`src/rtl/conv_filter_accumulator.sv`:
```
// Conv MAC sequencer: captures one multi-channel KxK window, pulls each (filter, channel)
// kernel from the weight ROM and emits one signed dot-product sum per filter.
module conv_filter_accumulator #(
  parameter int NUM_FILTERS    = 3,
  parameter int INPUT_CHANNELS = 3,
  parameter int KERNEL_SIZE    = 3,
  parameter int DATA_WIDTH     = 16,
  parameter int WEIGHT_WIDTH   = 16,
  parameter int ACC_WIDTH      = 40,
  localparam int T  = KERNEL_SIZE * KERNEL_SIZE,
  localparam int FW = (NUM_FILTERS > 1) ? $clog2(NUM_FILTERS) : 1,
  localparam int CW = (INPUT_CHANNELS > 1) ? $clog2(INPUT_CHANNELS) : 1
) (
  input  logic                                   clk,
  input  logic                                   rst_n,
  input  logic                                   start,
  input  logic [INPUT_CHANNELS*T*DATA_WIDTH-1:0] window_in,
  output logic                                   busy,
  output logic [FW-1:0]                          w_filter_idx,
  output logic [CW-1:0]                          w_channel_idx,
  output logic                                   w_read_enable,
  input  logic [T*WEIGHT_WIDTH-1:0]              w_flat,
  input  logic                                   w_valid,
  output logic [ACC_WIDTH-1:0]                   result,
  output logic [FW-1:0]                          result_filter_idx,
  output logic                                   result_valid,
  output logic                                   done
);

  localparam int TW = (T > 1) ? $clog2(T) : 1;
  localparam int PW = DATA_WIDTH + WEIGHT_WIDTH;
  localparam int MW = (ACC_WIDTH > PW) ? ACC_WIDTH : PW;

  typedef enum logic [2:0] {S_IDLE, S_REQ, S_WAIT, S_MAC, S_EMIT, S_FIN} state_t;

  state_t                        state_q, state_d;
  logic signed [DATA_WIDTH-1:0]   win_in_arr [INPUT_CHANNELS][T];
  logic signed [DATA_WIDTH-1:0]   win_q      [INPUT_CHANNELS][T];
  logic signed [DATA_WIDTH-1:0]   win_d      [INPUT_CHANNELS][T];
  logic signed [WEIGHT_WIDTH-1:0] kern_in_arr [T];
  logic signed [WEIGHT_WIDTH-1:0] kern_q      [T];
  logic signed [WEIGHT_WIDTH-1:0] kern_d      [T];
  logic [FW-1:0]                 f_q, f_d;
  logic [CW-1:0]                 c_q, c_d;
  logic [TW-1:0]                 tap_q, tap_d;
  logic                          wait_first_q, wait_first_d;
  logic signed [ACC_WIDTH-1:0]   acc_q, acc_d;
  logic signed [ACC_WIDTH-1:0]   result_q, result_d;
  logic [FW-1:0]                 res_idx_q, res_idx_d;
  logic                          result_valid_q, result_valid_d;
  logic                          done_q, done_d;
  logic signed [MW-1:0]          a_ext, b_ext, prod;

  genvar gi, gj;
  generate
    for (gi = 0; gi < INPUT_CHANNELS; gi++) begin : g_win_ch
      for (gj = 0; gj < T; gj++) begin : g_win_tap
        assign win_in_arr[gi][gj] = window_in[(gi*T+gj+1)*DATA_WIDTH-1 -: DATA_WIDTH];
      end
    end
    for (gi = 0; gi < T; gi++) begin : g_kern_tap
      assign kern_in_arr[gi] = w_flat[(gi+1)*WEIGHT_WIDTH-1 -: WEIGHT_WIDTH];
    end
  endgenerate

  // Operands are sign-extended before multiplying so the full product survives; the
  // accumulator then wraps naturally at ACC_WIDTH.
  always_comb begin
    a_ext = MW'(win_q[c_q][tap_q]);
    b_ext = MW'(kern_q[tap_q]);
    prod  = a_ext * b_ext;
  end

  always_comb begin
    state_d        = state_q;
    win_d          = win_q;
    kern_d         = kern_q;
    f_d            = f_q;
    c_d            = c_q;
    tap_d          = tap_q;
    wait_first_d   = wait_first_q;
    acc_d          = acc_q;
    result_d       = result_q;
    res_idx_d      = res_idx_q;
    result_valid_d = 1'b0;
    done_d         = 1'b0;
    unique case (state_q)
      S_IDLE: begin
        if (start) begin
          win_d   = win_in_arr;
          f_d     = '0;
          c_d     = '0;
          tap_d   = '0;
          acc_d   = '0;
          state_d = S_REQ;
        end
      end
      S_REQ: begin
        wait_first_d = 1'b1;
        state_d      = S_WAIT;
      end
      S_WAIT: begin
        // The ROM may still be showing valid from the previous read on the first cycle.
        if (wait_first_q) begin
          wait_first_d = 1'b0;
        end else if (w_valid) begin
          kern_d  = kern_in_arr;
          tap_d   = '0;
          state_d = S_MAC;
        end
      end
      S_MAC: begin
        acc_d = acc_q + prod[ACC_WIDTH-1:0];
        if (tap_q == TW'(T - 1)) begin
          tap_d = '0;
          if (c_q == CW'(INPUT_CHANNELS - 1)) begin
            state_d = S_EMIT;
          end else begin
            c_d     = c_q + CW'(1);
            state_d = S_REQ;
          end
        end else begin
          tap_d = tap_q + TW'(1);
        end
      end
      S_EMIT: begin
        result_d       = acc_q;
        res_idx_d      = f_q;
        result_valid_d = 1'b1;
        acc_d          = '0;
        c_d            = '0;
        if (f_q == FW'(NUM_FILTERS - 1)) begin
          state_d = S_FIN;
        end else begin
          f_d     = f_q + FW'(1);
          state_d = S_REQ;
        end
      end
      S_FIN: begin
        done_d  = 1'b1;
        state_d = S_IDLE;
      end
      default: state_d = S_IDLE;
    endcase
  end

  always_ff @(posedge clk or negedge rst_n) begin
    if (!rst_n) begin
      state_q        <= S_IDLE;
      for (int c = 0; c < INPUT_CHANNELS; c++) begin
        for (int i = 0; i < T; i++) begin
          win_q[c][i] <= '0;
        end
      end
      for (int i = 0; i < T; i++) begin
        kern_q[i] <= '0;
      end
      f_q            <= '0;
      c_q            <= '0;
      tap_q          <= '0;
      wait_first_q   <= 1'b0;
      acc_q          <= '0;
      result_q       <= '0;
      res_idx_q      <= '0;
      result_valid_q <= 1'b0;
      done_q         <= 1'b0;
    end else begin
      state_q        <= state_d;
      win_q          <= win_d;
      kern_q         <= kern_d;
      f_q            <= f_d;
      c_q            <= c_d;
      tap_q          <= tap_d;
      wait_first_q   <= wait_first_d;
      acc_q          <= acc_d;
      result_q       <= result_d;
      res_idx_q      <= res_idx_d;
      result_valid_q <= result_valid_d;
      done_q         <= done_d;
    end
  end

  assign busy              = (state_q != S_IDLE);
  assign w_read_enable     = (state_q == S_REQ);
  assign w_filter_idx      = f_q;
  assign w_channel_idx     = c_q;
  assign result            = result_q;
  assign result_filter_idx = res_idx_q;
  assign result_valid      = result_valid_q;
  assign done              = done_q;

endmodule

```
`config.mk`:
```
export PLATFORM = sky130hd
export DESIGN_NAME = conv_filter_accumulator
export DESIGN_NICKNAME = d
export VERILOG_FILES = /design/src/rtl/conv_filter_accumulator.sv
export SDC_FILE = /design/constraint.sdc
export NUM_CORES = 2
export LEC_CHECK = 0
export CAP_MARGIN = 20
export CORE_MARGIN = 2
export CORE_UTILIZATION = 45
export DETAILED_ROUTE_END_ITERATION = 10
export GPL_ROUTABILITY_DRIVEN = 0
export MAX_ROUTING_LAYER = met4
export PLACE_DENSITY = 0.75
export SETUP_SLACK_MARGIN = 0.02
export SYNTH_ARGS = -nofsm -noshare
export SYNTH_HDL_FRONTEND = slang
export SYNTH_SLANG_ARGS = --single-unit
```
`constraint.sdc`:
```
create_clock -name clk -period 25.2 [get_ports clk]
set_input_delay 3.78 -clock clk [delete_from_list [all_inputs] [get_ports clk]]
set_output_delay 3.78 -clock clk [all_outputs]
set_load 0.02 [all_outputs]
```
==> summary.md <==
| Metric | Value |
|---|---|
| Top cell type's share of synthesized area | 40.6% |
| Hold buffers post-CTS | 0 |
| Post-synthesis simple-gate area fraction | 6.85% |
| CTS sink count | 672 |
| Cts repair resizes | 0 |
| Initial antenna violation count | 54 |
| Setup Buffers After CTS | 0 |
| Antenna viol nets, final | 0 |
| Final hold viol count | 0 |
| Hold WS | 469 ps |
| Maximum fanout along the worst path | 53 |
| Setup tns final | 0 ps |
| Unique masters post-synth | 76 |
| Clk_lat worst skew | 650 ps |
| Number of synthesized flops with an enable pin | 0 |
| DP Area | 48,900 um^2 |
| Reg clk slew, reported paths | 60 ps |
| Slowest-stage cell, CP | dfrtp_4 |
| Data arrival, critical path | 12,560 ps |
| Port Buf Inserts | 629 |
| Met2 WL | 60,300 um |
| Top-count cell post-synth | dfrtp_1 |
| Post-Syn Instances | 3,471 |
| DRC | 0 |
| Fin Clk Skew | 41.6 ps |
| Critical path type | flip-flop to flip-flop |
| Final setup viols | 0 |
| CTS tree | yes |
| RSZ-0062 raised after global routing | false |
| Syn Area/Cell | 11.9 um^2 |
| Row Count | 111 |
| Wire length per cell | 24.4 um |
| Synth Area in Compound Gates | 6.23% |
| Design area | 51,600 um^2 |
| Post-synth top flop | dfrtp_1 |
| Met3 routed WL | 11,900 um |
| Area growth syn-to-layout | 24.3% |
| Slew Limit Headroom | 8.01% |
| Buffers & Inverters on Critical Path | 8 |
| Mux cell area share after synthesis | 23.4% |
| Die Width | 308 um |
| Max_cap viols | 0 |
| Post-DP HPWL | 101,000 um |
| Sequential share of the synthesized area | 40.6% |
| CP Launch Type | flip-flop |
| Post-synth net total | 4,441 |
| Grt ovf | 0 |
| Metal-1 WL | 51,600 um |
| Yosys top cell by area | dfrtp_1 |
| Largest family of logic cells by synthesized area | multiplexers |
| Fill cells | 7,546 |
| Final slew viol count | 0 |
| Total routed wirelength | 130,000 um |
| CTS Root Cell | clkbuf_16 |
| Least-Margin Pin Slew | 1380 ps |
| Initial core utilization | 45.3% |
| Synthesized flop and latch total | 672 |
| Die area | 94,600 um^2 |
| CP delay by family, top | adder cells |
| DR iter-0 viols | 2,531 |
| Synth cell count leaders | 672 x dfrtp_1, 577 x mux2_2, 330 x inv_1 |
| Drt pass-1 iters | 6 |
| Io pins | 630 |
| CTS max path bufs | 3 |
| Peak Freq | 0.0832 GHz |
| Post-Synth Adder-Cell Area | 16.5% |
| Largest net degree at the start of global routing | 111 |
| Worst reg2reg setup slack | 13,170 ps |
| Top cells by area, synth | dfrtp_1 41%, mux2_2 16%, fa_1 13%, mux4_2 5.2%, ha_1 3.8% |
| Non-Filler Instances | 5,348 |
| First-pass GRT wire length | 196,000 um |
| Status | complete, no violations |
| Vias in the first global route | 31,341 |
| Clock buffer count from CTS | 74 |
| Synth Area in XOR/XNOR | 1.31% |
| Tmin final | 12,030 ps |
| Vias | 30,185 |
| Placed cell count | 5,158 |
| Die H | 308 um |
| Final worst path period share | 47.7% |
| Vias per inst | 5.64 |
| Mapped Area | 41,500 um^2 |
| Global-route total usage across every layer | 28.6% |
| # H-tree levels | 3 |
| Yosys warns | 0 |
| Share of cells above drive strength 1 | 21.6% |
| CP max stage delay | 900 ps |
| CP Capture Type | flip-flop |
| CP required | 25,740 ps |
| Hold crit path type | flip-flop to flip-flop |
| Core area | 91,500 um^2 |
| Top sig layer | met4 |
| Ys async rst share | 100% |
| Post-layout nets | 5,018 |
## final cells by class
| cell class | instances | area, um^2 | share of cell area (%) |
|---|---|---|---|
| multi-input cells | 2281 | 22600 | 43.8 |
| flip-flops and latches | 672 | 16800 | 32.6 |
| repair buffers | 681 | 6700 | 13.0 |
| clock buffers | 109 | 2200 | 4.26 |
| well taps | 1186 | 1480 | 2.88 |
| inverters | 338 | 1270 | 2.46 |
| clock inverters | 28 | 357 | 0.692 |
| diodes | 53 | 133 | 0.257 |
## metrics by stage
stage | util, % | worst slack (ps)
after floorplan | - | 15940
after global placement | 53.4 | 13400
after detailed placement | 53.4 | 13220
after CTS | 56.2 | 13160
after global routing | 56.3 | 12170
final | 56.3 | 13170
## final timing paths
check                                 startpoint          to  depth (start not counted)
worst max-delay path            w_channel_idx[1]   acc_q[37]                         36
worst min-delay path                  result[36]  result[36]                          2
worst max register to register  w_channel_idx[1]   acc_q[37]                         36
worst min register to register        result[36]  result[36]                          2
max in group asynchronous                  rst_n  kern_q[37]                          4
min in group asynchronous                  rst_n   win_q[69]                          1
## cell families after synthesis
group	after synthesis
flip-flops	672
AO/OA/AOI/OAI	389
AND/OR/NAND/NOR	661
buffers and inverters	518
multiplexers	779
adder cells (fa/ha/maj)	390
XOR/XNOR	62
## cells in the final DEF, fill, tap and decap left out, types with 17 or more instances in the layout
master           synthesis  layout
a31oi_1                 19      17
a22oi_1                 17      17
clkbuf_8                 0      17
xnor2_1                 41      41
diode_2                  0      53
mux4_2                  96      96
ha_1                   127     127
dfrtp_1                672     667
a21oi_1                 70      70
clkbuf_16                0      76
nand2_1                293     292
fa_1                   263     263
xor2_1                  21      21
buf_4                   10      51
mux2_2                 577     577
nand2b_1                33      33
nand3_1                 57      56
inv_1                  330     330
a21o_1                  28      28
nor3_1                  20      20
a221oi_1                32      32
clkdlybuf4s50_1          0     628
mux2i_1                106     106
o21ai_0                122     119
nor2_1                 197     194
## state kept, by name, indices dropped and copies added (netlist names)
register / flops
result_valid: 1
acc_q: 40
done: 1
result: 40
w_filter_idx: 2
win_q: 432
result_filter_idx: 2
tap_q: 4
w_channel_idx: 2
wait_first_q: 1
kern_q: 144
state_q: 3
## worst min-delay path, cell delays in order, from the launching register on
cell,delay [ps]
dfrtp_1,340
nand2_1,50
nand2_1,50
## per-layer routing
metal	GRT usage (%)	vias up
met5	-	-
met4	13.7	0
met3	7.65	293
met2	43.5	1324
met1	35.5	15417
li1	-	13151
Power is not shown: default switching activity piles up to over one toggle a cycle in this logic, so the estimate is an artifact.
